===== src/rtl/mux_sel_pipe.sv =====
// ---------------------------------------------------------------------------
// mux_sel_pipe
//   N-way, WIDTH-bit result selector with one registered output stage and
//   valid/ready handshakes on both sides.  Sits between the ALU functional
//   units and the writeback/result register.
//
//   Two select modes:
//     scan = 0 : direct mode, the input at index 'sel' is taken.
//     scan = 1 : round-robin mode, an internal pointer picks the input and
//                steps 0,1,..,NUM_IN-1,0,... once per accepted selection.
//   An index in NUM_IN..2**SEL_W-1 is accepted, not blocked: it produces
//   out_data = 0 with sel_err = 1.
//
//   Optional build macro: MUX_SEL_PIPE_FLAGS_EN
//     When defined, adds registered out_zero / out_neg flags describing the
//     value loaded into out_data.  When undefined the ports do not exist.
//
// Ports
//   clk        in   rising-edge clock
//   rst        in   synchronous, active-high reset
//   in_bus     in   NUM_IN*WIDTH flattened inputs, input k at [k*WIDTH +: WIDTH]
//   sel        in   SEL_W input index (direct mode)
//   scan       in   0 = direct, 1 = round-robin
//   in_valid   in   upstream offers a selection
//   in_ready   out  block accepts a selection this cycle
//   out_data   out  WIDTH registered selected value
//   out_idx    out  SEL_W index that produced out_data
//   out_valid  out  out_data / out_idx / sel_err are valid
//   out_ready  in   downstream accepts out_data
//   sel_err    out  out_data came from an out-of-range index
//   out_zero   out  (MUX_SEL_PIPE_FLAGS_EN) out_data was loaded with zero
//   out_neg    out  (MUX_SEL_PIPE_FLAGS_EN) out_data MSB at load time
//
// Handshake: a transfer happens on a rising edge where valid && ready.
//   Upstream: capture = in_valid && in_ready, with in_ready = !out_valid ||
//   out_ready, so the output register may be refilled on the same edge it
//   drains.  Downstream: out_valid stays high and out_* stay stable until
//   out_ready is seen; once valid is raised it is never withdrawn without a
//   transfer except by rst.
// ---------------------------------------------------------------------------
module mux_sel_pipe #(
   parameter int WIDTH  = 32,
   parameter int NUM_IN = 8,
   parameter int SEL_W  = 3
) (
   input  logic                    clk,
   input  logic                    rst,
   input  logic [NUM_IN*WIDTH-1:0] in_bus,
   input  logic [SEL_W-1:0]        sel,
   input  logic                    scan,
   input  logic                    in_valid,
   output logic                    in_ready,
   output logic [WIDTH-1:0]        out_data,
   output logic [SEL_W-1:0]        out_idx,
   output logic                    out_valid,
   input  logic                    out_ready,
   output logic                    sel_err
`ifdef MUX_SEL_PIPE_FLAGS_EN
   ,
   output logic                    out_zero,
   output logic                    out_neg
`endif
);

   // Last legal index, where the round-robin pointer wraps back to 0.
   localparam logic [SEL_W-1:0] LAST_IDX = SEL_W'(NUM_IN - 1);
   // NUM_IN with one extra bit so the range compare is valid even when
   // 2**SEL_W == NUM_IN.
   localparam logic [SEL_W:0]   NUM_IN_X = (SEL_W + 1)'(NUM_IN);

   logic [SEL_W-1:0] ptr;
   logic [SEL_W-1:0] eff;
   logic             eff_oor;
   logic             capture;
   logic [WIDTH-1:0] sel_data;
   logic [WIDTH-1:0] nxt_data;

   assign in_ready = !out_valid || out_ready;
   assign capture  = in_valid && in_ready;
   assign eff      = scan ? ptr : sel;
   assign eff_oor  = {1'b0, eff} >= NUM_IN_X;

   // Input slice selection; an index with no matching input leaves zero.
   always_comb begin
      sel_data = '0;
      for (int k = 0; k < NUM_IN; k++) begin
         if (eff == SEL_W'(k)) begin
            sel_data = in_bus[k*WIDTH +: WIDTH];
         end
      end
   end

   assign nxt_data = eff_oor ? '0 : sel_data;

   // Output stage and round-robin pointer.  rst wins over capture.
   always_ff @(posedge clk) begin
      if (rst) begin
         out_data  <= '0;
         out_idx   <= '0;
         out_valid <= 1'b0;
         sel_err   <= 1'b0;
         ptr       <= '0;
      end else begin
         if (capture) begin
            out_data  <= nxt_data;
            out_idx   <= eff;
            sel_err   <= eff_oor;
            out_valid <= 1'b1;
         end else if (out_ready) begin
            // Drain without refill: payload holds, only valid drops.
            out_valid <= 1'b0;
         end

         if (capture && scan) begin
            ptr <= (ptr == LAST_IDX) ? '0 : ptr + SEL_W'(1);
         end
      end
   end

`ifdef MUX_SEL_PIPE_FLAGS_EN
   // Flags describe the value being loaded, so they are taken from
   // nxt_data rather than from the out_data register.
   always_ff @(posedge clk) begin
      if (rst) begin
         out_zero <= 1'b0;
         out_neg  <= 1'b0;
      end else if (capture) begin
         out_zero <= (nxt_data == '0);
         out_neg  <= nxt_data[WIDTH-1];
      end
   end
`endif

endmodule


===== config.mk =====
export PLATFORM = sky130hd
export DESIGN_NAME = mux_sel_pipe
export DESIGN_NICKNAME = d
export VERILOG_FILES = /design/src/rtl/mux_sel_pipe.sv
export SDC_FILE = /design/constraint.sdc
export NUM_CORES = 1
export LEC_CHECK = 0
export CORE_ASPECT_RATIO = 1.75
export CORE_MARGIN = 4
export CORE_UTILIZATION = 30
export DETAILED_ROUTE_END_ITERATION = 10
export PLACE_DENSITY = 0.83
export SYNTH_ARGS = -nofsm -noshare
export SYNTH_HDL_FRONTEND = slang
export SYNTH_SLANG_ARGS = --single-unit

===== constraint.sdc =====
create_clock -name clk -period 2 [get_ports clk]
set_clock_uncertainty 0.1 [all_clocks]
set_input_delay 0.4 -clock clk [delete_from_list [all_inputs] [get_ports clk]]
set_output_delay 0.4 -clock clk [all_outputs]
set_load 0.005 [all_outputs]

# After elaboration in Yosys (flattened, before gate mapping)
# Cells that the tools add are included.
[word_totals]
regBits = 39
input_bits = 264
out_inout_bits = 38
elab_cells = 31
[classes]
n_addsub = 1
n_eq_ne = 8
mux = 12
reduce_logical = 6
[op_table]
columns = ["op", "count"]
rows = [
  ["$mux W32", 8],
  ["$eq A3 B3 Y1 const B", 5],
  ["$eq A3 B2 Y1 const B", 2],
  ["$mux W3", 2],
  ["$add A3 B1 Y3 const B", 1],
  ["$eq A3 B1 Y1 const B", 1],
  ["$logic_not A3 Y1", 1],
  ["$logic_and A1 B1 Y1", 2],
  ["$mux W1", 2],
  ["$reduce_bool A2 Y1", 1],
  ["$logic_not A1 Y1", 1],
  ["$logic_or A1 B1 Y1", 1],
]

# Longest topological paths before layout
[logic_depth]
ltp_word = 10
ltp_mapped = 8
depth_no_buf = 5

# Least setup slack after synthesis
# OpenSTA, ideal clock, no wires.
[synth_timing]
path_kind = "input -> register"
from = "input port sel[0]"
to = "register out_data[10]"
setup_time_ns = 0.120
arrival_time_ns = 1.869
t_required_ns = 1.780
slack_ns = -0.089
cell_stages = 8
n_path_buf = 3
path_cell_list = "buf_6 mux2_2 buf_6 buf_6 mux2_4 a221oi_2 a211oi_1 a211o_1"
[synth_via]
elab_chain_len = 10
word_cells_on_any_way = 17
classes_between = "eq/ne (7); mux (9); reduce/logical (1)"
[synth_rtl]
columns = ["element", "line_no", "text"]
rows = [
  ["start, declared", "49", "input logic [SEL_W-1:0] sel,"],
  ["$mux W3 *", "80", "assign eff = scan ? ptr : sel;"],
  ["$logic_not A3 Y1", "87", "if (eff == SEL_W'(k)) begin"],
  ["$mux W32 (7 in series)", "87", ""],
  ["$mux W32 *", "87", ""],
  ["end signal, assigned", "105", "out_data <= nxt_data;"],
  ["end, declared", "53", "output logic [WIDTH-1:0] out_data,"],
]
# Mark *: on every way between the ends. The rest lies on a longest branch, timed or not.
# A chain may end at the register's enable or synchronous reset.

# Worst setup path in the final report
[layout_timing]
from = "register ptr[0]"
to = "register out_data[14]"
[layout_via]
elab_chain_len = 10
word_cells_on_any_way = 17
classes_between = "eq/ne (7); mux (9); reduce/logical (1)"
[layout_rtl]
columns = ["element", "line_no", "text"]
rows = [
  ["start, declared", "71", "logic [SEL_W-1:0] ptr;"],
  ["start signal, assigned", "115", "ptr <= (ptr == LAST_IDX) ? '0 : ptr + SEL_W'(1);"],
  ["$mux W3 *", "80", ""],
  ["$logic_not A3 Y1", "87", ""],
  ["$mux W32 (7 in series)", "87", ""],
  ["$mux W32 *", "87", ""],
]
# Marks and branches as above.

==> reports/results.tsv <==
metric	value	unit
outcome	complete, no violations	
fin util	60.3	%
minimum clock period after layout	1.98	ns
crit share post-route	99.1	%
pre-CTS setup slack	-0.733	ns
Initial DRC Count	356	
worst-path maximum fanout	6	
H-tree lvl count	2	
Hold WS	0.369	ns
clk root buf	clkbuf_16	
Comb pwr share	48.8	%
vias in the first global route	6630	
Main synth FF type	dfxtp_1	
post-synthesis mux area share	8.89	%
Skew-Pair Late Insertion Delay	0.30	ns
Yosys top cell area share	18.5	%
Die Height	165	um
Crit path largest cell delay	0.36	ns
Slew Limit Fails	0	
Rows	57	
share of power burned in registers	25.3	%
Compound-Gate Fraction of Synth Area	48.6	%
kind of critical path	register to register	
CTS tree	yes	
global-route wire length before repair	35.3	mm
Crit. End Element	register	
Area Growth Syn to Fin	97.6	%
main combinational cell family by area after synthesis	compound AO/OA/AOI/OAI gates	
Final WS setup	0.0185	ns
Switching Share	31.3	%
worst hold path class	register to register	
register area share after synthesis	18.5	%
ys async rst share	0	%
share of layout cells above drive strength 1	17.8	%
Synth Area in Adders	0.593	%
max_slew headroom	54.6	%
hold violation count in the final report	0	
peak supply drop	0.329	mV
Nets	1196	
Critical Path AT	2.06	ns
IO buf count	300	
vias per cell	5.69	
detailed-route DRC error count	0	
full die area	0.0161	sq mm
total global-route track usage	28.0	%
Yosys cell types	42	
Critical Path RT	2.08	ns
Post-Syn Area per Cell	7.23	sq um
most common cell in the netlist	nand2_1	
cell-internal power	0.00243	W
CP cell instances	mux2_4 -> buf_4 -> mux2_4 -> a221oi_4 -> a211oi_1 -> a211o_1	
number of I/O pins	302	
commonest cells in the netlist	126 x nand2_1, 53 x o21ai_0, 47 x a21oi_1	
Placeable Area	0.0138	sq mm
Critical Path Source Type	register	
mapped cell area	0.00422	sq mm
Critical-path top delay cell	dfxtp_2	
post-route cell area	0.00834	sq mm
final setup vio count	0	
# diodes	0	
initial antenna violation count	0	
unrepaired setup endpoints after global routing	yes	
Routability Congestion	0.936	
Mapped Nets	850	
Initial Utilization	30.5	%
CTS Buffer Depth	2	
die width	97.7	um
largest net degree at the start of global routing	29	
leakage	3.24	nW
First-pass DRT Iterations	5	
post-DR wirelength/cell	21.4	um
power density cells	424	mW/mm^2
simple-gate portion of the synthesized area	16.8	%
switching power	0.00111	W
clk sink count	39	
synth top area cells	dfxtp_1 18%, nand2_1 11%, o21ai_0 6.3%	
# hold bufs at CTS	0	
vias post-DR	6303	
Routed Wire Length	23.7	mm
YS warnings	0	
Worst Tran Pin Value	0.680	ns
XOR/XNOR Fraction of Synth Area	0	%
gr ovfl total	0	
post-synth top area cell	dfxtp_1	
Fmax	505	MHz
max-cap violations	0	
placed instance area	0.00800	sq mm
Routed Antenna Nets	0	
flops & latches, synth	39	
CP dominant cell by count	mux2_4	
Post-Synthesis Cells	584	
CTS Buf Count	5	
Clock transition at path regs	0.07	ns
DP HPWL	18.5	mm
number of enable flip-flop cells after synthesis	0	
clock power share	25.9	%
[cell type report]
| class | count | area, sq um |
|---|---|---|
| fill | 1264 | 5500 |
| tap | 177 | 221 |
| timing repair buffer | 394 | 3870 |
| multi-input combinational | 487 | 3300 |
| clock buffer | 8 | 156 |
| inverter | 3 | 11.3 |
| sequential | 39 | 782 |
[critical path: cells and delay by family, from the launching register on]
| kind | cells | cell delay (ns) |
|---|---|---|
| AO/OA/AOI/OAI | 3 | 0.56 |
| buffers and inverters | 1 | 0.18 |
| flip-flops | 1 | 0.36 |
| multiplexers | 2 | 0.66 |
[through the flow]
step	instances	power [W]	setup TNS (ns)
after floorplan	584	0.00154	-0.903
after global placement	1092	0.00255	-19.42
after detailed placement	1092	0.00257	-21.30
after CTS	1108	0.00353	0
after global routing	1108	0.00369	-0.180
final	1108	0.00353	0
[power groups by stage]
| stage | clock network (W) | logic (W) | registers, W |
|---|---|---|---|
| after floorplan | 0 | 0.000631 | 0.000911 |
| after global placement | 0 | 0.00164 | 0.000909 |
| after detailed placement | 0 | 0.00166 | 0.000910 |
| after CTS | 0.000926 | 0.00171 | 0.000894 |
| after global routing | 0.000944 | 0.00184 | 0.000902 |
| final | 0.000914 | 0.00173 | 0.000895 |
[routing by layer]
layer,global-route usage (%),vias to the layer above,part of all wire [%]
li1,-,2918,-
met1,28.2,2941,35
met2,53.3,365,53
met3,5.41,79,7.3
met4,15.5,0,4.7
met5,0,-,0
[path summary, 6_finish.rpt]
kind / end / slack, ns / startpoint / cells after the start
worst max-delay path: out_data[14] / 0.02 / ptr[0] / 6
worst min-delay path: out_data[10] / 0.37 / out_data[10] / 1
worst max register to register: out_data[14] / 0.02 / ptr[0] / 6
worst min register to register: out_data[10] / 0.37 / out_data[10] / 1
[flip-flops by register name, summed over array words and instances, names as in the netlist]
signal	flops
out_idx	3
out_valid	1
out_data	32
ptr	3
[cells by family (layout without fill, tap and decap cells)]
family,Yosys count,after routing
flip-flops,39,39
adder cells (fa/ha/maj),2,2
buffers and inverters,60,405
multiplexers,28,30
AND/OR/NAND/NOR,175,175
other,1,1
AO/OA/AOI/OAI,279,279
[layout by cell type, fill, tap and decap left out, drive strengths merged, types with 6 or more instances in the layout]
cell type      instances
a22oi                 31
o21bai                22
nor2b                  7
buf                   94
nor2                  26
a21oi                 47
a311oi                 9
a221o                  8
a221oi                22
nand2                126
clkbuf                 9
o211ai                11
dfxtp                 39
a211o                 23
mux2                  27
o21ai                 53
a211oi                34
o31a                   9
nand3                  6
clkdlybuf4s50        294
[repair_timing]
item | in CTS | in global routing
gates cloned | 3 | 0
buffers inserted | 5 | 0
resized for setup | 42 | 12
endpoints found under the hold margin | 0 | 0
pin swaps | 0 | 4
endpoints found under the setup margin | 34 | 30
Power figures use the tool's default switching activity.
